===== config.mk =====
export PLATFORM = sky130hd
export DESIGN_NAME = alu_seq
export DESIGN_NICKNAME = d
export VERILOG_FILES = /design/src/rtl/alu_seq.sv
export SDC_FILE = /design/constraint.sdc
export NUM_CORES = 1
export LEC_CHECK = 0
export CAP_MARGIN = 15
export CORE_MARGIN = 1
export CORE_UTILIZATION = 25
export CTS_CLUSTER_SIZE = 20
export DETAILED_ROUTE_END_ITERATION = 16
export GPL_ROUTABILITY_DRIVEN = 0
export GPL_TIMING_DRIVEN = 0
export PLACE_DENSITY = 0.54
export SLEW_MARGIN = 0
export SYNTH_ARGS = -nofsm -noshare
export SYNTH_HDL_FRONTEND = slang
export SYNTH_SLANG_ARGS = --single-unit
export TNS_END_PERCENT = 50

===== constraint.sdc =====
create_clock -name clk -period 2.7 [get_ports clk]
set_input_delay 0.27 -clock clk [delete_from_list [all_inputs] [get_ports clk]]
set_output_delay 0.27 -clock clk [all_outputs]
set_load 0.01 [all_outputs]

===== src/rtl/alu_seq.sv =====
// alu_seq: sequential ALU. Single-cycle ops register their result at the accept edge and stay busy for one cycle.
// Define ALU_SEQ_MUL_EN to build the WIDTH-cycle shift-add multiplier for opcode 1000; otherwise 1000 is illegal.
module alu_seq #(
    parameter int WIDTH = 8,
    parameter int INC   = 4
) (
    input  logic             clk,
    input  logic             rst,
    input  logic             start,
    input  logic [WIDTH-1:0] A,
    input  logic [WIDTH-1:0] B,
    input  logic [3:0]       ALUop,
    output logic [WIDTH-1:0] C,
    output logic [WIDTH-1:0] C_hi,
    output logic [3:0]       Cond,
    output logic             busy,
    output logic             done,
    output logic             err
);

    localparam int               MSB   = WIDTH - 1;
    localparam logic [WIDTH-1:0] INC_W = WIDTH'(INC);

    typedef enum logic [1:0] {
        IDLE,
        EXEC
`ifdef ALU_SEQ_MUL_EN
        ,MUL
`endif
    } state_t;

    state_t           state_q, state_d;
    logic [WIDTH-1:0] c_q, c_d;
    logic [3:0]       cond_q, cond_d;
    logic             busy_q, busy_d;
    logic             done_q, done_d;
    logic             err_q, err_d;

    logic [WIDTH-1:0] alu_res;
    logic [3:0]       alu_cond;
    logic             alu_cf;
    logic             alu_vf;
    logic             alu_illegal;

`ifdef ALU_SEQ_MUL_EN
    localparam int               CNT_W    = $clog2(WIDTH);
    localparam logic [CNT_W-1:0] CNT_LAST = CNT_W'(WIDTH - 1);

    logic                 alu_is_mul;
    logic [WIDTH-1:0]     c_hi_q, c_hi_d;
    logic [WIDTH-1:0]     mcand_q, mcand_d;
    logic [2*WIDTH-1:0]   prod_q, prod_d;
    logic [CNT_W-1:0]     cnt_q, cnt_d;
    logic [WIDTH:0]       mul_sum;

    // Low half of prod starts as the multiplier and is consumed one bit per step from the LSB.
    assign mul_sum = {1'b0, prod_q[2*WIDTH-1:WIDTH]} + (prod_q[0] ? {1'b0, mcand_q} : '0);
`endif

    always_comb begin : alu
        alu_res     = '0;
        alu_cf      = 1'b0;
        alu_vf      = 1'b0;
        alu_illegal = 1'b0;
`ifdef ALU_SEQ_MUL_EN
        alu_is_mul  = 1'b0;
`endif
        case (ALUop)
            4'b0000: alu_res = '0;
            4'b0001: begin
                {alu_cf, alu_res} = {1'b0, A} + {1'b0, B};
                alu_vf = (A[MSB] == B[MSB]) && (alu_res[MSB] != A[MSB]);
            end
            4'b0010: begin
                alu_res = A - B;
                alu_cf  = (A < B);
                alu_vf  = (A[MSB] != B[MSB]) && (alu_res[MSB] != A[MSB]);
            end
            4'b0011: begin
                alu_res = '0 - B;
                alu_cf  = |B;
                alu_vf  = (B == {1'b1, {(WIDTH-1){1'b0}}});
            end
            4'b0100: alu_res = A & B;
            4'b0101: alu_res = A | B;
            4'b0110: alu_res = A ^ B;
            4'b0111: alu_res = ~B;
            4'b1001: alu_res = B;
            4'b1010: begin
                alu_res = {A[MSB-1:0], 1'b0};
                alu_cf  = A[MSB];
            end
            4'b1011: begin
                alu_res = {1'b0, A[MSB:1]};
                alu_cf  = A[0];
            end
            4'b1100: alu_res = {A[MSB-1:0], A[MSB]};
            4'b1101: alu_res = {A[0], A[MSB:1]};
            4'b1110: begin
                {alu_cf, alu_res} = {1'b0, A} + {1'b0, INC_W};
                alu_vf = (A[MSB] == INC_W[MSB]) && (alu_res[MSB] != A[MSB]);
            end
            4'b1000: begin
`ifdef ALU_SEQ_MUL_EN
                alu_is_mul  = 1'b1;
`else
                alu_illegal = 1'b1;
`endif
            end
            default: alu_illegal = 1'b1;
        endcase
        alu_cond = (ALUop == 4'b0000) ? 4'b1000 : {alu_res == '0, alu_res[MSB], alu_cf, alu_vf};
    end

    always_comb begin : next_state
        state_d = state_q;
        c_d     = c_q;
        cond_d  = cond_q;
        busy_d  = busy_q;
        done_d  = 1'b0;
        err_d   = 1'b0;
`ifdef ALU_SEQ_MUL_EN
        c_hi_d  = c_hi_q;
        mcand_d = mcand_q;
        prod_d  = prod_q;
        cnt_d   = cnt_q;
`endif
        case (state_q)
            IDLE: begin
                if (start) begin
                    busy_d = 1'b1;
`ifdef ALU_SEQ_MUL_EN
                    if (alu_is_mul) begin
                        state_d = MUL;
                        mcand_d = A;
                        prod_d  = {{WIDTH{1'b0}}, B};
                        cnt_d   = '0;
                    end else begin
`endif
                        // Illegal opcodes still pulse done but leave the result registers untouched.
                        state_d = EXEC;
                        done_d  = 1'b1;
                        err_d   = alu_illegal;
                        if (!alu_illegal) begin
                            c_d    = alu_res;
                            cond_d = alu_cond;
`ifdef ALU_SEQ_MUL_EN
                            c_hi_d = '0;
`endif
                        end
`ifdef ALU_SEQ_MUL_EN
                    end
`endif
                end
            end
            EXEC: begin
                state_d = IDLE;
                busy_d  = 1'b0;
            end
`ifdef ALU_SEQ_MUL_EN
            MUL: begin
                prod_d = {mul_sum, prod_q[WIDTH-1:1]};
                cnt_d  = cnt_q + CNT_W'(1);
                if (cnt_q == CNT_LAST) begin
                    state_d = IDLE;
                    busy_d  = 1'b0;
                    done_d  = 1'b1;
                    c_d     = prod_d[WIDTH-1:0];
                    c_hi_d  = prod_d[2*WIDTH-1:WIDTH];
                    cond_d  = {prod_d == '0, prod_d[2*WIDTH-1],
                               |prod_d[2*WIDTH-1:WIDTH], |prod_d[2*WIDTH-1:WIDTH]};
                end
            end
`endif
            default: begin
                state_d = IDLE;
                busy_d  = 1'b0;
            end
        endcase
    end

    always_ff @(posedge clk) begin
        if (rst) begin
            state_q <= IDLE;
            c_q     <= '0;
            cond_q  <= '0;
            busy_q  <= 1'b0;
            done_q  <= 1'b0;
            err_q   <= 1'b0;
`ifdef ALU_SEQ_MUL_EN
            c_hi_q  <= '0;
            mcand_q <= '0;
            prod_q  <= '0;
            cnt_q   <= '0;
`endif
        end else begin
            state_q <= state_d;
            c_q     <= c_d;
            cond_q  <= cond_d;
            busy_q  <= busy_d;
            done_q  <= done_d;
            err_q   <= err_d;
`ifdef ALU_SEQ_MUL_EN
            c_hi_q  <= c_hi_d;
            mcand_q <= mcand_d;
            prod_q  <= prod_d;
            cnt_q   <= cnt_d;
`endif
        end
    end

    assign C    = c_q;
    assign Cond = cond_q;
    assign busy = busy_q;
    assign done = done_q;
    assign err  = err_q;
`ifdef ALU_SEQ_MUL_EN
    assign C_hi = c_hi_q;
`else
    assign C_hi = '0;
`endif

endmodule


==> Word-level counts from Yosys, hierarchy flattened <==
Index checks and enable logic that the tools add are counted.
Widths: inputs -> output; s select.
{ "word_totals": {"regBits": 15, "latch_bits": 0, "ram_bits": 0, "romBits": 0, "in_bits": 23, "out_inout_bits": 23, "elab_cells": 53, "memories": 0} }
{ "classes": {"add_sub_neg": 4, "multipliers": 0, "div": 0, "magnitude_cmp": 1, "n_eq_ne": 19, "shift": 0, "muxes": 6, "bitwise_logic": 7, "reduce_logical": 11} }
{ "op_table": {"columns": ["operator", "n"], "rows": [
  ["$pmux 8 s13", 1],
  ["$eq 4x4->1 const B", 6],
  ["$eq 4x3->1 const B", 4],
  ["$reduce_or 14->1", 1],
  ["$add 8x3->9 const B", 1],
  ["$add 8x8->9", 1],
  ["$and 8x8->8", 1],
  ["$eq 4x2->1 const B", 2],
  ["$eq 8x8->1 const B", 1],
  ["$logic_not 8->1", 1],
  ["$lt 8x8->1", 1],
  ["$not 8->8", 1],
  ["$or 8x8->8", 1],
  ["$reduce_or 8->1", 1],
  ["$sub 1x8->8 const A", 1],
  ["$sub 8x8->8", 1],
  ["$xor 8x8->8", 1],
  ["$pmux 1 s6", 1],
  ["$eq 4x1->1 const B", 1],
  ["$logic_not 4->1", 1],
  ["$mux 4", 1],
  ["$ne 1x1->1", 4],
  ["$pmux 1 s4", 1],
  ["$logic_and 1x1->1", 3],
  ["7 further kinds", 10]
]} }

==> Logic depth before layout (Yosys ltp) <==
{ "depth": {"word_depth": 5, "ltp_mapped": 11, "mapped_depth_nobuf": 11} }

==> Worst setup path before layout <==
OpenSTA, ideal clock, no wires.
{ "synth_path": {"path_type": "input-to-reg", "startpoint": "in A[0]", "endpoint": "reg cond_q[3], in the netlist Cond[3]", "setup_time_ns": 0.116, "t_arrival_ns": 2.081, "required_ns": 2.584, "slack_ns": 0.503, "stages": 11, "n_path_buf": 0, "cell_sequence": "inv_1 -> ha_1 -> inv_1 -> fa_1 -> or3_1 -> a21oi_1 -> o21ai_0 -> and4_1 -> and4_1 -> and3_1 -> a41o_1"} }
{ "synth_via": {"elab_chain_len": 4, "word_cells_on_any_way": 9, "cone_classes": "add/sub (3); mux (2); bitwise (3); reduce/logical (1)"} }
{ "synth_rtl": {"columns": ["item", "line", "rtl"], "rows": [
  ["start, declared", "10", "input logic [WIDTH-1:0] A,"],
  ["$add 8x3->9 (tied with other cells)", "100", "{alu_cf, alu_res} = {1'b0, A} + {1'b0, INC_W};"],
  ["$pmux 8 s13 *", "68", "case (ALUop)"],
  ["$logic_not 8->1 *", "112", "alu_cond = (ALUop == 4'b0000) ? 4'b1000 : {alu_res == '0, alu_res[MSB], alu_cf, alu_vf};"],
  ["$mux 4 *", "112", null],
  ["end signal, assigned", "199", "cond_q <= cond_d;"],
  ["end, declared", "34", "logic [3:0] cond_q, cond_d;"]
]} }
Mark *: on every way between the ends. The rest lies on a longest branch, timed or not.
A chain may end at the register's enable or synchronous reset.

==> Worst setup path after layout <==
{ "layout_path": {"startpoint": "in ALUop[2]", "endpoint": "reg cond_q[3], in the netlist Cond[3]"} }
{ "layout_via": {"elab_chain_len": 4, "word_cells_on_any_way": 19, "cone_classes": "eq/ne (13); mux (2); reduce/logical (4)"} }
{ "layout_rtl": {"columns": ["item", "line", "rtl"], "rows": [
  ["start, declared", "12", "input logic [3:0] ALUop,"],
  ["$eq 4x4->1 (tied with other cells)", "68", null],
  ["$pmux 8 s13", "68", null],
  ["$logic_not 8->1", "112", null],
  ["$mux 4", "112", null]
]} }
Several ways; a longest one is shown, not always the timed one.

==> results_dict.tcl <==
set metrics [dict create \
    clk_pin_slew_ps 60 \
    fin_ws_ps 74.11 \
    synth.area.top_cells "ha_1, dfxtp_1, a21oi_1, nor2_1, a211oi_1" \
    switchingPower_uw 386.0 \
    cp_cell_sequence "clkdlybuf4s50_1, nor2_2, and3_1, clkbuf_1, a221oi_1, and4_1, and4_1, and3_1, a41o_1" \
    grt_max_degree 11 \
    dr.pass1.iters 6 \
    die_area_sq_um 10870 \
    yosysSeqAreaShare_pct 11.49 \
    dpl_cell_area_sq_um 3167 \
    clkPwrFrac_pct 18.2 \
    num_rows 36 \
    portBuffers 36 \
    area_delta_synth_final_pct 25.32 \
    finalNonFillerCells 541 \
    pwr-share-comb_pct 55.9 \
    crit_fanout 7 \
    critical-path-slowest-cell "clkdlybuf4s50_1" \
    multi_input_area_sq_um 2097 \
    finalSetupTns_ps 0 \
    drv_cap 0 \
    antenna_found_initial 0 \
    postCtsHoldBufs 0 \
    yosysWarnings 0 \
    core_area_sq_um 9955 \
    first_global_vias 2850 \
    cp.arrival_ps 2760 \
    hpwl_um 7321 \
    slew_violations 0 \
    p_leak_nw 1.354 \
    peakVddDrop_uv 150.1 \
    syn_inst 361 \
    drt_iter0_markers 494 \
    yosysTopAreaCell "ha_1" \
    gr-total-overflow 0 \
    crit_required_ps 2830 \
    criticalPathCategory "input port to flop" \
    wl_per_cell_um 17.54 \
    avgViaCountPerCell 5.628 \
    synth_most_common_cell "nor2_1" \
    dp_slack_ps -630.5 \
    netlist.area_leader.share_pct 12.92 \
    hold_viol 0 \
    p_int_uw 562.7 \
    ys.flop_type "dfxtp_1" \
    cts_tree "done" \
    vias 3045 \
    p_total_uw 948.7 \
    whs_ps 469.8 \
    fill_cells 1085 \
    synth-seq-cells 15 \
    start_util_pct 26.26 \
    max_freq_mhz 380.8 \
    cts_max_level 1 \
    finalCritPeriodShare_pct 97.26 \
    grtUsageTotal_pct 17.26 \
    crit_family "simple AND/OR/NAND/NOR gates" \
    swShare_pct 40.69 \
    final.min_clock_period_ps 2626 \
    fin_nets 461 \
    antenna_left 0 \
    ios 46 \
    die_y_um 104.3 \
    setup_viol 0 \
    drive_gt1_share_pct 11.27 \
    n_antenna_cell 0 \
    drc_errors 0 \
    worst_pin_slew_ps 883.9 \
    avgSynthCellArea_sq_um 7.240 \
    relSlewSlack_pct 40.92 \
    finClkSkew_ps 0.7078 \
    synthArstFlopShare_pct 0 \
    start_kind "input port" \
    seqCellArea_sq_um 300.3 \
    worstHoldPathType "flop to flop" \
    die_w_um 104.3 \
    postLayoutCellArea_sq_um 3276 \
    clock_sinks 15 \
    p_seq_share_pct 25.9 \
    clkLatencyLatePin_ps 240 \
    rsz0062_at_grt "false" \
    netlist_top_cells_count "nor2_1, inv_1, ha_1" \
    grt_pass1_wl_um 15170 \
    slowest_delay_ps 530 \
    cts_root_buffer "clkbuf_8" \
    cts_made_buffers 3 \
    crit_path_end_kind "flop" \
    fin_util_pct 32.91 \
    syn_area_sq_um 2614 \
    status "completed" \
    clockBufferDepth 2 \
    synth_cell_types 62 \
    placed_cells 537 \
    power.density_nw_per_um2 289.6 \
    synth_edf_count 0 \
    wl_um 9490 \
    critPathBufInv 2 \
]
## state kept, by name, summed over array words and instances, names as in the netlist
signal	flops
done	1
state_q	1
C	8
Cond	4
err	1
## worst register-to-register path, delay by kind of cell (launching register included)
| kind | cells | cell delay, ps |
|---|---|---|
| flip-flops | 1 | 300 |
| buffers and inverters | 1 | 380 |
| AND/OR/NAND/NOR | 3 | 570 |
| AO/OA/AOI/OAI | 1 | 200 |
## final timing paths
kind | startpoint | endpoint | slack [ps] | depth (start not counted)
min reg2reg | Cond[0]$_SDFFE_PP0P_ | Cond[0]$_SDFFE_PP0P_ | 470 | 2
max reg2reg | state_q[0]$_SDFFE_PP0P_ | C[0]$_SDFFE_PP0P_ | 1160 | 5
max | ALUop[2] | Cond[3]$_SDFFE_PP0P_ | 70 | 9
min | Cond[0]$_SDFFE_PP0P_ | Cond[0]$_SDFFE_PP0P_ | 470 | 2
## cells by family after synthesis
family | synth area share (%)
buffers and inverters | 11.82
flip-flops | 11.49
other | 0.1435
multiplexers | 3.112
adder cells (fa/ha/maj) | 14.46
XOR/XNOR | 3.686
AO/OA/AOI/OAI | 30.16
AND/OR/NAND/NOR | 25.13
## per-layer routing
layer  vias up  track usage [%]  part of all wire (%)
li1       1409                -                     -
met1      1402            23.40                    44
met2       212            28.48                    46
met3        22            2.318                   8.8
met4         0            4.694                   2.0
met5         -                0                     0
## area by class of cell
class                           instances  share of cell area (%)
Buffer                                 31                   6.112
Clock buffer                            4                   1.375
Inverter                               28                   3.209
Multi-Input combinational cell        293                   64.02
Sequential cell                        15                   9.167
Tap cell                              133                   5.080
Timing Repair Buffer                   37                   11.04
## power groups by stage
stage	Combinational [mW]	Sequential, mW	Clock, mW
after floorplan	0.306	0.258	0
after global placement	0.493	0.251	0
after detailed placement	0.497	0.251	0
after CTS	0.515	0.246	0.178
after global routing	0.574	0.249	0.186
final	0.530	0.246	0.173
## cells in the final DEF (no fill, tap or decap), types with 3 or more instances in the layout
cell,Yosys,layout
inv_1,28,27
dfxtp_1,15,15
ha_1,27,26
xnor2_1,10,10
nor2b_1,7,7
or3_1,3,3
clkbuf_1,5,5
a22o_1,3,3
a21oi_1,25,23
a31oi_1,3,3
dlygate4sd2_1,0,7
o21ai_1,4,4
clkdlybuf4s50_1,0,25
o221ai_1,4,4
a21o_1,3,3
nand3_1,14,14
nand2b_1,9,9
conb_1,1,8
nor2_1,30,30
a221o_1,4,4
mux2i_1,7,7
buf_2,13,13
nor3_1,11,10
o2111ai_1,4,4
o21ai_0,13,13
and2_1,3,3
a22oi_1,7,7
nand4_1,3,3
nand2_1,17,17
buf_4,10,11
nand3b_1,4,4
clkdlybuf4s15_1,0,3
a211oi_1,14,13
and3_1,8,8
o22ai_1,6,6
nor3b_1,3,3
clkbuf_8,0,3
## repair_timing
action,in CTS,in global routing
endpoints found under the setup margin,9,5
gates resized for setup,21,6
pin swaps,1,0
endpoints found under the hold margin,0,0
setup buffers,1,0
Power figures use the tool's default switching activity.
